**config.mk**
```make
export PLATFORM = sky130hd
export DESIGN_NAME = qoi_stream_encoder
export DESIGN_NICKNAME = d
export VERILOG_FILES = /design/src/rtl/qoi_stream_encoder.sv
export SDC_FILE = /design/constraint.sdc
export NUM_CORES = 1
export LEC_CHECK = 0
export ABC_AREA = 0
export BUFFER_PORTS_ARGS = -buffer_cell sky130_fd_sc_hd__buf_4
export CAP_MARGIN = 10
export CORE_MARGIN = 2
export CORE_UTILIZATION = 30
export CTS_CLUSTER_DIAMETER = 200
export DETAILED_ROUTE_END_ITERATION = 16
export PLACE_DENSITY_LB_ADDON = 0.15
export SYNTH_ARGS = -nofsm -noshare
export SYNTH_HDL_FRONTEND = slang
export SYNTH_SLANG_ARGS = --single-unit
```
**constraint.sdc**
```tcl
create_clock -name clk -period 3.55 [get_ports clk]
set_input_delay 0 -clock clk [delete_from_list [all_inputs] [get_ports clk]]
set_output_delay 0 -clock clk [all_outputs]
set_load 0.1 [all_outputs]
```
**src/rtl/qoi_stream_encoder.sv**
```systemverilog
// Streaming QOI-style pixel encoder: packed {r,g,b} pixels in, encoded byte stream out.
// Pixels are accepted in IDLE; each produces either a run update or a 1..5 byte
// chunk (optional RUN byte + op bytes) that is emitted one byte per out handshake.
module qoi_stream_encoder #(
    parameter int R_BITS     = 3,
    parameter int G_BITS     = 3,
    parameter int B_BITS     = 2,
    parameter int MAX_RUN    = 62,
    parameter int END_MARKER = 1
) (
    input  logic                             clk,
    input  logic                             rst,
    input  logic                             in_valid,
    output logic                             in_ready,
    input  logic [R_BITS+G_BITS+B_BITS-1:0] in_pixel,
    input  logic                             in_last,
    output logic                             out_valid,
    input  logic                             out_ready,
    output logic [7:0]                       out_byte,
    output logic                             out_last
);

    localparam int PIX_W = R_BITS + G_BITS + B_BITS;

    typedef enum logic [1:0] {
        S_IDLE = 2'd0,
        S_EMIT = 2'd1,
        S_END  = 2'd2
    } state_t;

    // Index slot of a pixel; 6-bit arithmetic gives the mod-64 directly.
    function automatic logic [5:0] qoi_hash(input logic [23:0] px);
        return 6'(px[23:16]) * 6'd3 + 6'(px[15:8]) * 6'd5 + 6'(px[7:0]) * 6'd7 + 6'd53;
    endfunction

    state_t      state_q, state_d;
    logic [7:0]  chunk_q [5];
    logic [7:0]  chunk_d [5];
    logic [2:0]  len_q, len_d;
    logic [2:0]  idx_q, idx_d;
    logic        ending_q, ending_d;
    logic [5:0]  run_q, run_d;
    logic [23:0] prev_q, prev_d;
    logic [63:0] valid_q, valid_d;
    logic [23:0] index_q [64];
    logic [23:0] index_d [64];
    logic [2:0]  end_cnt_q, end_cnt_d;
    logic [7:0]  out_byte_q, out_byte_d;
    logic        out_valid_q, out_valid_d;
    logic        out_last_q, out_last_d;
    logic        in_ready_q, in_ready_d;

    logic [7:0]  r8_s, g8_s, b8_s;
    logic [23:0] px_s;
    logic [5:0]  hash_s;
    logic [5:0]  run_inc_s;
    logic [7:0]  dr_s, dg_s, db_s;
    logic [7:0]  dr2_s, dg2_s, db2_s, dg32_s, drg8_s, dbg8_s;
    logic [7:0]  op_s [4];
    logic [2:0]  op_len_s;
    logic        pix_acc_s, out_acc_s;

    assign in_ready  = in_ready_q;
    assign out_valid = out_valid_q;
    assign out_byte  = out_byte_q;
    assign out_last  = out_last_q;

    // Expand fields to 8 bits (left-aligned), hash and biased differences vs prev.
    always_comb begin
        r8_s      = 8'(in_pixel[PIX_W-1 -: R_BITS]) << (8 - R_BITS);
        g8_s      = 8'(in_pixel[G_BITS+B_BITS-1 -: G_BITS]) << (8 - G_BITS);
        b8_s      = 8'(in_pixel[B_BITS-1:0]) << (8 - B_BITS);
        px_s      = {r8_s, g8_s, b8_s};
        hash_s    = qoi_hash(px_s);
        run_inc_s = run_q + 6'd1;
        dr_s      = r8_s - prev_q[23:16];
        dg_s      = g8_s - prev_q[15:8];
        db_s      = b8_s - prev_q[7:0];
        // Biasing turns each signed range check into one unsigned compare.
        dr2_s     = dr_s + 8'd2;
        dg2_s     = dg_s + 8'd2;
        db2_s     = db_s + 8'd2;
        dg32_s    = dg_s + 8'd32;
        drg8_s    = dr_s - dg_s + 8'd8;
        dbg8_s    = db_s - dg_s + 8'd8;
    end

    // Pick the op for a pixel that differs from prev: INDEX, DIFF, LUMA, else RGB.
    always_comb begin
        op_s[0]  = 8'h00;
        op_s[1]  = 8'h00;
        op_s[2]  = 8'h00;
        op_s[3]  = 8'h00;
        op_len_s = 3'd1;
        if (valid_q[hash_s] && (index_q[hash_s] == px_s)) begin
            op_s[0] = {2'b00, hash_s};
        end else if ((dr2_s < 8'd4) && (dg2_s < 8'd4) && (db2_s < 8'd4)) begin
            op_s[0] = {2'b01, dr2_s[1:0], dg2_s[1:0], db2_s[1:0]};
        end else if ((dg32_s < 8'd64) && (drg8_s < 8'd16) && (dbg8_s < 8'd16)) begin
            op_s[0]  = {2'b10, dg32_s[5:0]};
            op_s[1]  = {drg8_s[3:0], dbg8_s[3:0]};
            op_len_s = 3'd2;
        end else begin
            op_s[0]  = 8'hFE;
            op_s[1]  = r8_s;
            op_s[2]  = g8_s;
            op_s[3]  = b8_s;
            op_len_s = 3'd4;
        end
    end

    // FSM next state, chunk loading, byte sequencing and encoder state updates.
    always_comb begin
        state_d     = state_q;
        chunk_d     = chunk_q;
        len_d       = len_q;
        idx_d       = idx_q;
        ending_d    = ending_q;
        run_d       = run_q;
        prev_d      = prev_q;
        valid_d     = valid_q;
        index_d     = index_q;
        end_cnt_d   = end_cnt_q;
        out_byte_d  = out_byte_q;
        out_last_d  = out_last_q;
        pix_acc_s   = in_valid && in_ready_q;
        out_acc_s   = out_valid_q && out_ready;

        case (state_q)
            S_IDLE: begin
                if (pix_acc_s) begin
                    prev_d          = px_s;
                    index_d[hash_s] = px_s;
                    valid_d[hash_s] = 1'b1;
                    ending_d        = in_last;
                    idx_d           = 3'd0;
                    if (px_s == prev_q) begin
                        if ((run_inc_s == 6'(MAX_RUN)) || in_last) begin
                            chunk_d[0] = {2'b11, run_inc_s - 6'd1};
                            len_d      = 3'd1;
                            run_d      = 6'd0;
                            state_d    = S_EMIT;
                        end else begin
                            run_d = run_inc_s;
                        end
                    end else begin
                        // A pending run is flushed ahead of this pixel's op.
                        if (run_q != 6'd0) begin
                            chunk_d[0] = {2'b11, run_q - 6'd1};
                            chunk_d[1] = op_s[0];
                            chunk_d[2] = op_s[1];
                            chunk_d[3] = op_s[2];
                            chunk_d[4] = op_s[3];
                            len_d      = op_len_s + 3'd1;
                        end else begin
                            chunk_d[0] = op_s[0];
                            chunk_d[1] = op_s[1];
                            chunk_d[2] = op_s[2];
                            chunk_d[3] = op_s[3];
                            chunk_d[4] = 8'h00;
                            len_d      = op_len_s;
                        end
                        run_d   = 6'd0;
                        state_d = S_EMIT;
                    end
                    out_byte_d = chunk_d[0];
                    out_last_d = in_last && (END_MARKER == 0) && (len_d == 3'd1);
                end else begin
                    state_d = S_IDLE;
                end
            end
            S_EMIT: begin
                if (out_acc_s) begin
                    if ((idx_q + 3'd1) < len_q) begin
                        idx_d      = idx_q + 3'd1;
                        out_byte_d = chunk_q[idx_d];
                        out_last_d = ending_q && (END_MARKER == 0) && ((idx_q + 3'd2) == len_q);
                    end else if (ending_q && (END_MARKER != 0)) begin
                        state_d    = S_END;
                        end_cnt_d  = 3'd0;
                        out_byte_d = 8'h00;
                        out_last_d = 1'b0;
                    end else if (ending_q) begin
                        // Frame done without marker: start the next frame clean.
                        state_d  = S_IDLE;
                        prev_d   = 24'h000000;
                        run_d    = 6'd0;
                        valid_d  = 64'h0;
                        ending_d = 1'b0;
                    end else begin
                        state_d = S_IDLE;
                    end
                end else begin
                    state_d = S_EMIT;
                end
            end
            S_END: begin
                if (out_acc_s) begin
                    if (end_cnt_q == 3'd7) begin
                        state_d  = S_IDLE;
                        prev_d   = 24'h000000;
                        run_d    = 6'd0;
                        valid_d  = 64'h0;
                        ending_d = 1'b0;
                    end else begin
                        end_cnt_d  = end_cnt_q + 3'd1;
                        out_byte_d = (end_cnt_d == 3'd7) ? 8'h01 : 8'h00;
                        out_last_d = (end_cnt_d == 3'd7);
                    end
                end else begin
                    state_d = S_END;
                end
            end
            default: begin
                state_d = S_IDLE;
            end
        endcase

        out_valid_d = (state_d != S_IDLE);
        in_ready_d  = (state_d == S_IDLE);
        out_last_d  = out_last_d && (state_d != S_IDLE);
    end

    // Control and output registers with synchronous reset.
    always_ff @(posedge clk) begin
        if (rst) begin
            state_q     <= S_IDLE;
            len_q       <= 3'd0;
            idx_q       <= 3'd0;
            ending_q    <= 1'b0;
            run_q       <= 6'd0;
            prev_q      <= 24'h000000;
            valid_q     <= 64'h0;
            end_cnt_q   <= 3'd0;
            out_byte_q  <= 8'h00;
            out_valid_q <= 1'b0;
            out_last_q  <= 1'b0;
            in_ready_q  <= 1'b1;
        end else begin
            state_q     <= state_d;
            len_q       <= len_d;
            idx_q       <= idx_d;
            ending_q    <= ending_d;
            run_q       <= run_d;
            prev_q      <= prev_d;
            valid_q     <= valid_d;
            end_cnt_q   <= end_cnt_d;
            out_byte_q  <= out_byte_d;
            out_valid_q <= out_valid_d;
            out_last_q  <= out_last_d;
            in_ready_q  <= in_ready_d;
        end
    end

    // Data-only storage: index entries are qualified by valid_q, chunk by len_q.
    always_ff @(posedge clk) begin
        chunk_q <= chunk_d;
        index_q <= index_d;
    end

endmodule

```
==> summary.md, run 1 <==
| Metric | Value |
|---|---|
| Share of the synthesized area in the top cell type | `~25%` |
| Worst skew pair latency | `0.34 ns` |
| Max cap viols | `0` |
| Synth-to-Final Area Change | `19.62%` |
| Max stage delay cell, worst path | `fa_2` |
| Multi-input logic area | `between 0.002 and 0.003 mm2` |
| Status | `finished, final reports clean` |
| Min-Delay Path Class | `in2reg` |
| Hold Path Stages | `2` |
| Mapped Nets | `approximately 550` |
| Hpwl dp | `about 9400 um` |
| Fill cells | `~1600` |
| Crit path cell chain | `ha_4, fa_2, fa_1, nor4bb_2, nand2_1, nor4_4, mux2i_2, or3_4, inv_4, ha_4, nand2_4, xnor2_2, o32ai_2` |
| Fin crit period | `3.477 ns` |
| Synth top area cells | `edfxtp_1, dfxtp_1, ha_1` |
| Die area | `about 0.017 mm2` |
| First-pass GRT wire length | `21020 um` |
| DRT iter0 DRCs | `about 250` |
| HP Start | `in_pixel[5]` |
| Chip Height | `approximately 130 um` |
| DR pass1 iterations | `7` |
| Gpl congestion | `around 0.8` |
| Via-per-instance ratio | `5.038` |
| Slew @ Worst Pin | `roughly 0.73 ns` |
| Post-route cell area | `around 0.0057 mm2` |
| Seq/Total Area, Yosys | `41.61%` |
| Adder-cell share of the synthesized area | `under 10%` |
| Ports | `24` |
| Worst Reg-to-Reg Cells | `13` |
| Worst Skew | `a little under 0.01 ns` |
| Slowest Stage Delay on Critical Path | `roughly 0.61 ns` |
| Htree depth | `3` |
| Worst path bufs/invs | `1` |
| Unrepaired setup endpoints after global routing | `true` |
| Non-filler instance count after layout | `between 700 and 800` |
| Critical Path Source Type | `flop` |
| Synth cell types | `66` |
| Total negative slack | `0 ns` |
| Core Box Area | `between 0.015 and 0.02 mm2` |
| Clk sinks | `slightly below 80` |
| Overall Global Routing Usage | `16.39%` |
| Total global routing overflow | `0` |
| Pwr Total | `roughly 2.9 mW` |
| Critical path's most frequent cell | `ha_4` |
| Max Root-Sink Buffers | `2` |
| Yosys top cell by area | `edfxtp_1` |
| CTS clk-pin slew, worst paths | `roughly 0.07 ns` |
| Mux cell area share after synthesis | `between 5 and 6%` |
| Fin. max-slew vios | `0` |
| Root buffer cell | `clkbuf_16` |
| # port buffers | `23` |
| Rel. slew slack | `between 50% and 60%` |
| Setup violations, final | `0` |
| Met1 Resource Use GR | `about a quarter` |
| Initial antenna violation count | `0` |
| RR Startpoint | `prev_q[13]` |
| Die X | `approximately 130 um` |
| Initial Util | `between 30% and 40%` |
| Largest family of logic cells by synthesized area | `simple AND/OR/NAND/NOR gates` |
| Worst EP required | `approximately 3.8 ns` |
| Largest net degree at the start of global routing | `34` |
| Leak | `2.202 nW` |
| Cells after synthesis | `about 510` |
| Top post-synthesis cells by count | `nor2_1, a21oi_1, edfxtp_1` |
| Worst-case vdd ir drop | `~0.26 mV` |
| Mapped Area | `between 0.004 and 0.005 mm2` |
| Register area | `around 0.0020 mm2` |
| Grt met2 use | `25.13%` |
| Yosys reg bits | `79` |
| CTS tree | `built` |
| Ys flop type | `edfxtp_1` |
| FP Rows | `46` |
| DRC violations left | `0` |
| Syn Area/Cell | `roughly 9.4 um2` |
| Met3 GRT Util | `under 10%` |
| Compound-Gate Fraction of Synth Area | `16.29%` |
| CP Launch Point | `prev_q[13]` |
| Worst-path fanout max | `3` |
| Cts bufs inserted | `9` |
| Post-placement cell count | `between 700 and 800` |
| Fin nets | `between 500 and 600` |
| Busiest grt layer | `met2` |
| CP top delay family | `adder cells` |
| DR WL/cell | `approximately 17 um` |
| Final hold viol count | `0` |
| Placed instance area | `between 0.005 and 0.006 mm2` |
| F_max | `around 0.29 GHz` |
| Worst path depth | `13` |
| Antenna diodes | `0` |
| Count leader, synth | `nor2_1` |
| Vias in the first global route | `between 3000 and 4000` |
| Setup CP Type | `reg2reg` |
| Post-synth ARST share | `0%` |
| Yosys warnings | `0` |
| Synth Area in XOR/XNOR | `5.910%` |
| Simple-Gate Fraction of Synth Area | `between 10% and 20%` |
| Crit end category | `flop` |
| PwrDens | `approximately 500 mW/mm2` |
| Routed WL | `roughly 13000 um` |
| Period Utilization, post-route | `97.94%` |
| Critical Path AT | `~3.7 ns` |
| Post-synth EDFFs | `40` |
| Final antenna-violating net count | `0` |
| Layout cells sized above 1 | `~17%` |
| Detailed-route via count | `3804` |
==> final cells by class <==
class,instances,area share [%]
multi-input combinational,367,45.83
clock inverter,6,2.020
clock buffer,10,4.194
timing repair buffer,46,6.324
inverter,31,2.086
tap,216,4.743
sequential,79,34.80
==> report_power, final <==
group | switching [mW] | leakage (nW) | total [mW] | internal [mW]
Combinational | 0.492 | 1.36 | 0.716 | 0.225
Sequential | 0.0412 | 0.676 | 1.09 | 1.05
Clock | 0.407 | 0.170 | 1.12 | 0.712
==> path summary, 6_finish.rpt <==
kind,endpoint,slack (ns)
worst max-delay path,len_q[2],0.07
worst min-delay path,index_q[1029],0.07
worst max register to register,len_q[2],0.07
worst min register to register,end_cnt_q[1],0.49
==> worst reg2reg max path, cell delays in order, from the launching register on <==
cell	delay [ns]
dfxtp_2	0.34
ha_4	0.16
fa_2	0.61
fa_1	0.44
nor4bb_2	0.31
nand2_1	0.13
nor4_4	0.33
mux2i_2	0.14
or3_4	0.40
inv_4	0.07
ha_4	0.13
nand2_4	0.05
xnor2_2	0.16
o32ai_2	0.10
==> cells by family after synthesis <==
| kind of cell | count (synthesis) |
|---|---|
| compound gates | 120 |
| xor+xnor | 28 |
| fa+ha+maj | 29 |
| buf+inv | 60 |
| flops | 79 |
| mux | 22 |
| simple gates | 168 |
==> layout by cell type, fill, tap and decap left out, types with 14 or more instances in the layout <==
| master | count |
|---|---|
| a21oi_1 | 42 |
| a22oi_1 | 14 |
| buf_4 | 40 |
| dfxtp_1 | 38 |
| edfxtp_1 | 40 |
| ha_1 | 22 |
| inv_1 | 29 |
| nand2_1 | 36 |
| nand3_1 | 16 |
| nor2_1 | 51 |
| nor3_1 | 16 |
| o21ai_0 | 20 |
==> sequential cells by signal, indices dropped and copies added, names as in the netlist <==
signal,cells
prev_q,8
len_q,3
ending_q,1
out_valid,1
out_last,1
state_q,2
out_byte,8
valid_q,2
idx_q,3
in_ready,1
chunk_q,24
index_q,16
end_cnt_q,3
run_q,6
==> stage by stage <==
step / setup WS [ns] / hold WS, ns / utilization [%]
6_report: 0.07316 / 0.07120 / 36.26
2_1_floorplan: 0.2600 / 0.09887 / -
3_3_place_gp: 0.09109 / 0.2769 / 33.05
3_5_place_dp: -0.003789 / 0.2805 / 33.05
5_1_grt: -0.04588 / 0.07590 / 36.26
4_1_cts: 0.05984 / 0.06110 / 35.72
==> metal layers <==
metal,up-vias,routed length [um]
met4,0,161
li1,1887,-
met1,1842,6565
met3,11,401
met2,64,5894
met5,-,0
==> repair_timing <==
item / in CTS / in global routing
pin swaps: 0 / 8
setup endpoints to repair: 1 / 6
endpoints found under the hold margin: 15 / 0
setup buffers: 0 / 1
gates resized for setup: 1 / 16
hold buffers: 6 / 0
Note: power is estimated with default switching activity, not from simulation.
==> run 2: changes to the inputs <==
==> constraint.sdc (replaced) <==
create_clock -name clk -period 3.55 [get_ports clk]
set_input_delay 0.71 -clock clk [delete_from_list [all_inputs] [get_ports clk]]
set_output_delay 0.71 -clock clk [all_outputs]
set_load 0.1 [all_outputs]
==> summary.md, run 2 (synthesis gave the netlist of run 1 again) <==
| Metric | Value |
|---|---|
| First-pass GRT wire length | `21360 um (+1.6%)` |
| Clock share of power | `33.7% (-4.6 points)` |
| DRT iter0 DRCs | `334 (+36%)` |
| Fin crit period | `3.538 ns (+0.06135 ns)` |
| DR pass1 iterations | `4 (-3)` |
| Status | `finished, final reports clean` |
| Hpwl dp | `9683 um (+2.6%)` |
| CP top delay family | `adder cells` |
| Final Worst Setup Slack | `0.01181 ns (-0.06135 ns)` |
| Initial antenna violation count | `0 (unchanged)` |
| Setup violations, final | `0 (unchanged)` |
| Initial Util | `30.32% (unchanged)` |
| Max Root-Sink Buffers | `2 (unchanged)` |
| RR Endpoint | `len_q[1]` |
| Largest net degree at the start of global routing | `34 (unchanged)` |
| Clk sinks | `79 (unchanged)` |
| Gpl congestion | `0.8058 (-1.5%)` |
| Total global routing overflow | `0 (unchanged)` |
| Final hold viol count | `0 (unchanged)` |
| Met1 Resource Use GR | `22.18% (-1.3 points)` |
| RR Startpoint | `prev_q[13]` |
| Place WS | `-0.5067 ns (-0.5029 ns)` |
| Fin nets | `585 (+1.9%)` |
| Min-Delay Path Class | `reg2reg` |
| Most common cell after layout, fill and taps aside | `buf_4` |
| HP Start | `end_cnt_q[1]` |
| Slew @ Worst Pin | `0.7469 ns (+0.01457 ns)` |
| CP Launch Point | `in_pixel[2]` |
| Worst EP required | `3.78 ns (about the same)` |
| Leak | `2.240 nW (+1.7%)` |
| Internal | `1.837 mW (-7.4%)` |
| # port buffers | `23 (unchanged)` |
| Worst Skew | `0.006346 ns (-0.003568 ns)` |
| WHS Endpoint | `end_cnt_q[1]` |
| FP Rows | `46 (unchanged)` |
| CTS tree | `built` |
| Critical Path AT | `3.77 ns (+0.08 ns)` |
| Switching Fraction | `33.29% (+1.2 points)` |
| Critical Path Source Type | `input port` |
| Period Utilization, post-route | `99.67% (+1.7 points)` |
| Final antenna-violating net count | `0 (unchanged)` |
| Slowest Stage Delay on Critical Path | `0.55 ns (-0.06 ns)` |
| Met3 GRT Util | `4.264% (+0.78 points)` |
| Final core occ | `36.53% (+0.27 points)` |
| Cts bufs inserted | `9 (unchanged)` |
| Unrepaired setup endpoints after global routing | `true` |
| Worst path bufs/invs | `3 (+2)` |
| Worst Reg-to-Reg Cells | `12 (-1)` |
| Crit end category | `flop` |
| NetSw | `0.9167 mW (-2.4%)` |
| Via-per-instance ratio | `5.048 (+0.20%)` |
| Detailed-route via count | `3867 (+1.7%)` |
| Die area | `0.01690 mm2 (unchanged)` |
| Routed WL | `13010 um (-0.15%)` |
| Min Hold Slack | `0.4819 ns (+0.4107 ns)` |
| Fin. max-slew vios | `0 (unchanged)` |
| Overall Global Routing Usage | `16.63% (+0.24 points)` |
| Post-placement cell count | `748 (+2.2%)` |
| Hold-fix buffers at CTS | `0 (-6)` |
| Multi-input logic area | `0.002630 mm2 (+0.72%)` |
| Antenna diodes | `0 (unchanged)` |
| Ports | `24 (unchanged)` |
| Non-filler instance count after layout | `766 (+1.5%)` |
| DRC violations left | `0 (unchanged)` |
| Number of flip-flops in the largest register | `24 (unchanged)` |
| Hold Path Stages | `2 (unchanged)` |
| Grt met2 use | `26.73% (+1.6 points)` |
| Crit path cell chain | `buf_12, inv_12, ha_4, fa_2, fa_1, nor4bb_2, nand2_1, nor4_2, mux2i_1, or3_1, inv_1, ha_1, a21oi_2, o32ai_1` |
| Worst skew pair latency | `0.35 ns (about the same)` |
| Reg power frac | `39.7% (+2.5 points)` |
| Regs by FF count | `chunk_q (24), index_q (16)` |
| Comb power frac | `26.6% (+2.1 points)` |
| Layout cells sized above 1 | `20.00% (+3.3 points)` |
| Busiest grt layer | `met2` |
| Core Box Area | `0.01571 mm2 (unchanged)` |
| Fill cells | `1624 (+0.93%)` |
| Max stage delay cell, worst path | `fa_2` |
| Commonest cells after routing, fill and taps aside | `buf_4, nor2_1, a21oi_1, edfxtp_1, dfxtp_1` |
| Vias in the first global route | `3925 (+5.6%)` |
| Reg2reg setup slack | `0.13 ns (+0.06 ns)` |
| Die X | `130.0 um (unchanged)` |
| Worst-case vdd ir drop | `0.2648 mV (+3.1%)` |
| Chip Height | `130.0 um (unchanged)` |
| Htree depth | `3 (unchanged)` |
| Pwr Total | `2.753 mW (-5.8%)` |
| Rel. slew slack | `50.02% (-0.97 points)` |
| Worst-path fanout max | `3 (unchanged)` |
| Top reg by flops | `chunk_q` |
| PwrDens | `479.6 mW/mm2 (-6.5%)` |
| F_max | `0.2826 GHz (-1.7%)` |
| Register area | `0.001982 mm2 (about the same)` |
| Max cap viols | `0 (unchanged)` |
| Setup CP Type | `in2reg` |
| CTS clk-pin slew, worst paths | `0.06 ns (about the same)` |
| Root buffer cell | `clkbuf_16` |
| Synth-to-Final Area Change | `20.51%` |
| DR WL/cell | `16.98 um (-1.6%)` |
run 2: area by class of cell:
class	instances	share of cell area [%]
clock inverter	6	1.046
clock buffer	10	3.989
multi-input combinational	367	45.82
timing repair buffer	57	7.672
inverter	31	2.245
sequential	79	34.52
tap	216	4.708
run 2: how the worst max path moves through the flow:
stage / to / cells after the start / slack (ns)
global route: len_q[1] / 14 / -0.17
global placement: len_q[1] / 14 / -0.38
CTS: len_q[1] / 14 / 0.02
floorplan: len_q[1] / 13 / -0.11
detailed placement: len_q[1] / 14 / -0.51
finish: len_q[1] / 14 / 0.01
run 2: routing by layer:
layer / wire length (um) / vias up
li1: - / 1908
met1: 6143 / 1867
met2: 6077 / 78
met3: 536 / 14
met4: 247 / 0
met5: 0 / -
run 2: timing repair:
item	CTS	global route
gates resized for setup	1	24
cloned	0	0
setup endpoints to repair	8	12
buffers inserted	0	2
pin swaps	3	6
run 2: stage by stage:
step | cell area, um2 | TNS, ns
after floorplan | 4796 | -0.2033
after global placement | 5344 | -5.541
after detailed placement | 5344 | -8.429
after CTS | 5639 | 0
after global routing | 5741 | -0.5020
final | 5741 | 0
run 2: tightest hold or removal path: stages (launching register included):
cell and delay [ns]:
dfxtp_1 0.32, nand2_1 0.06, a21oi_1 0.05
run 2: power groups by stage:
stage | logic (mW) | registers, mW | clock network (mW)
3_5_place_dp | 0.720 | 1.11 | 0
4_1_cts | 0.727 | 1.09 | 0.953
6_report | 0.731 | 1.09 | 0.929
3_3_place_gp | 0.720 | 1.11 | 0
2_1_floorplan | 0.347 | 1.27 | 0
5_1_grt | 0.798 | 1.10 | 0.991
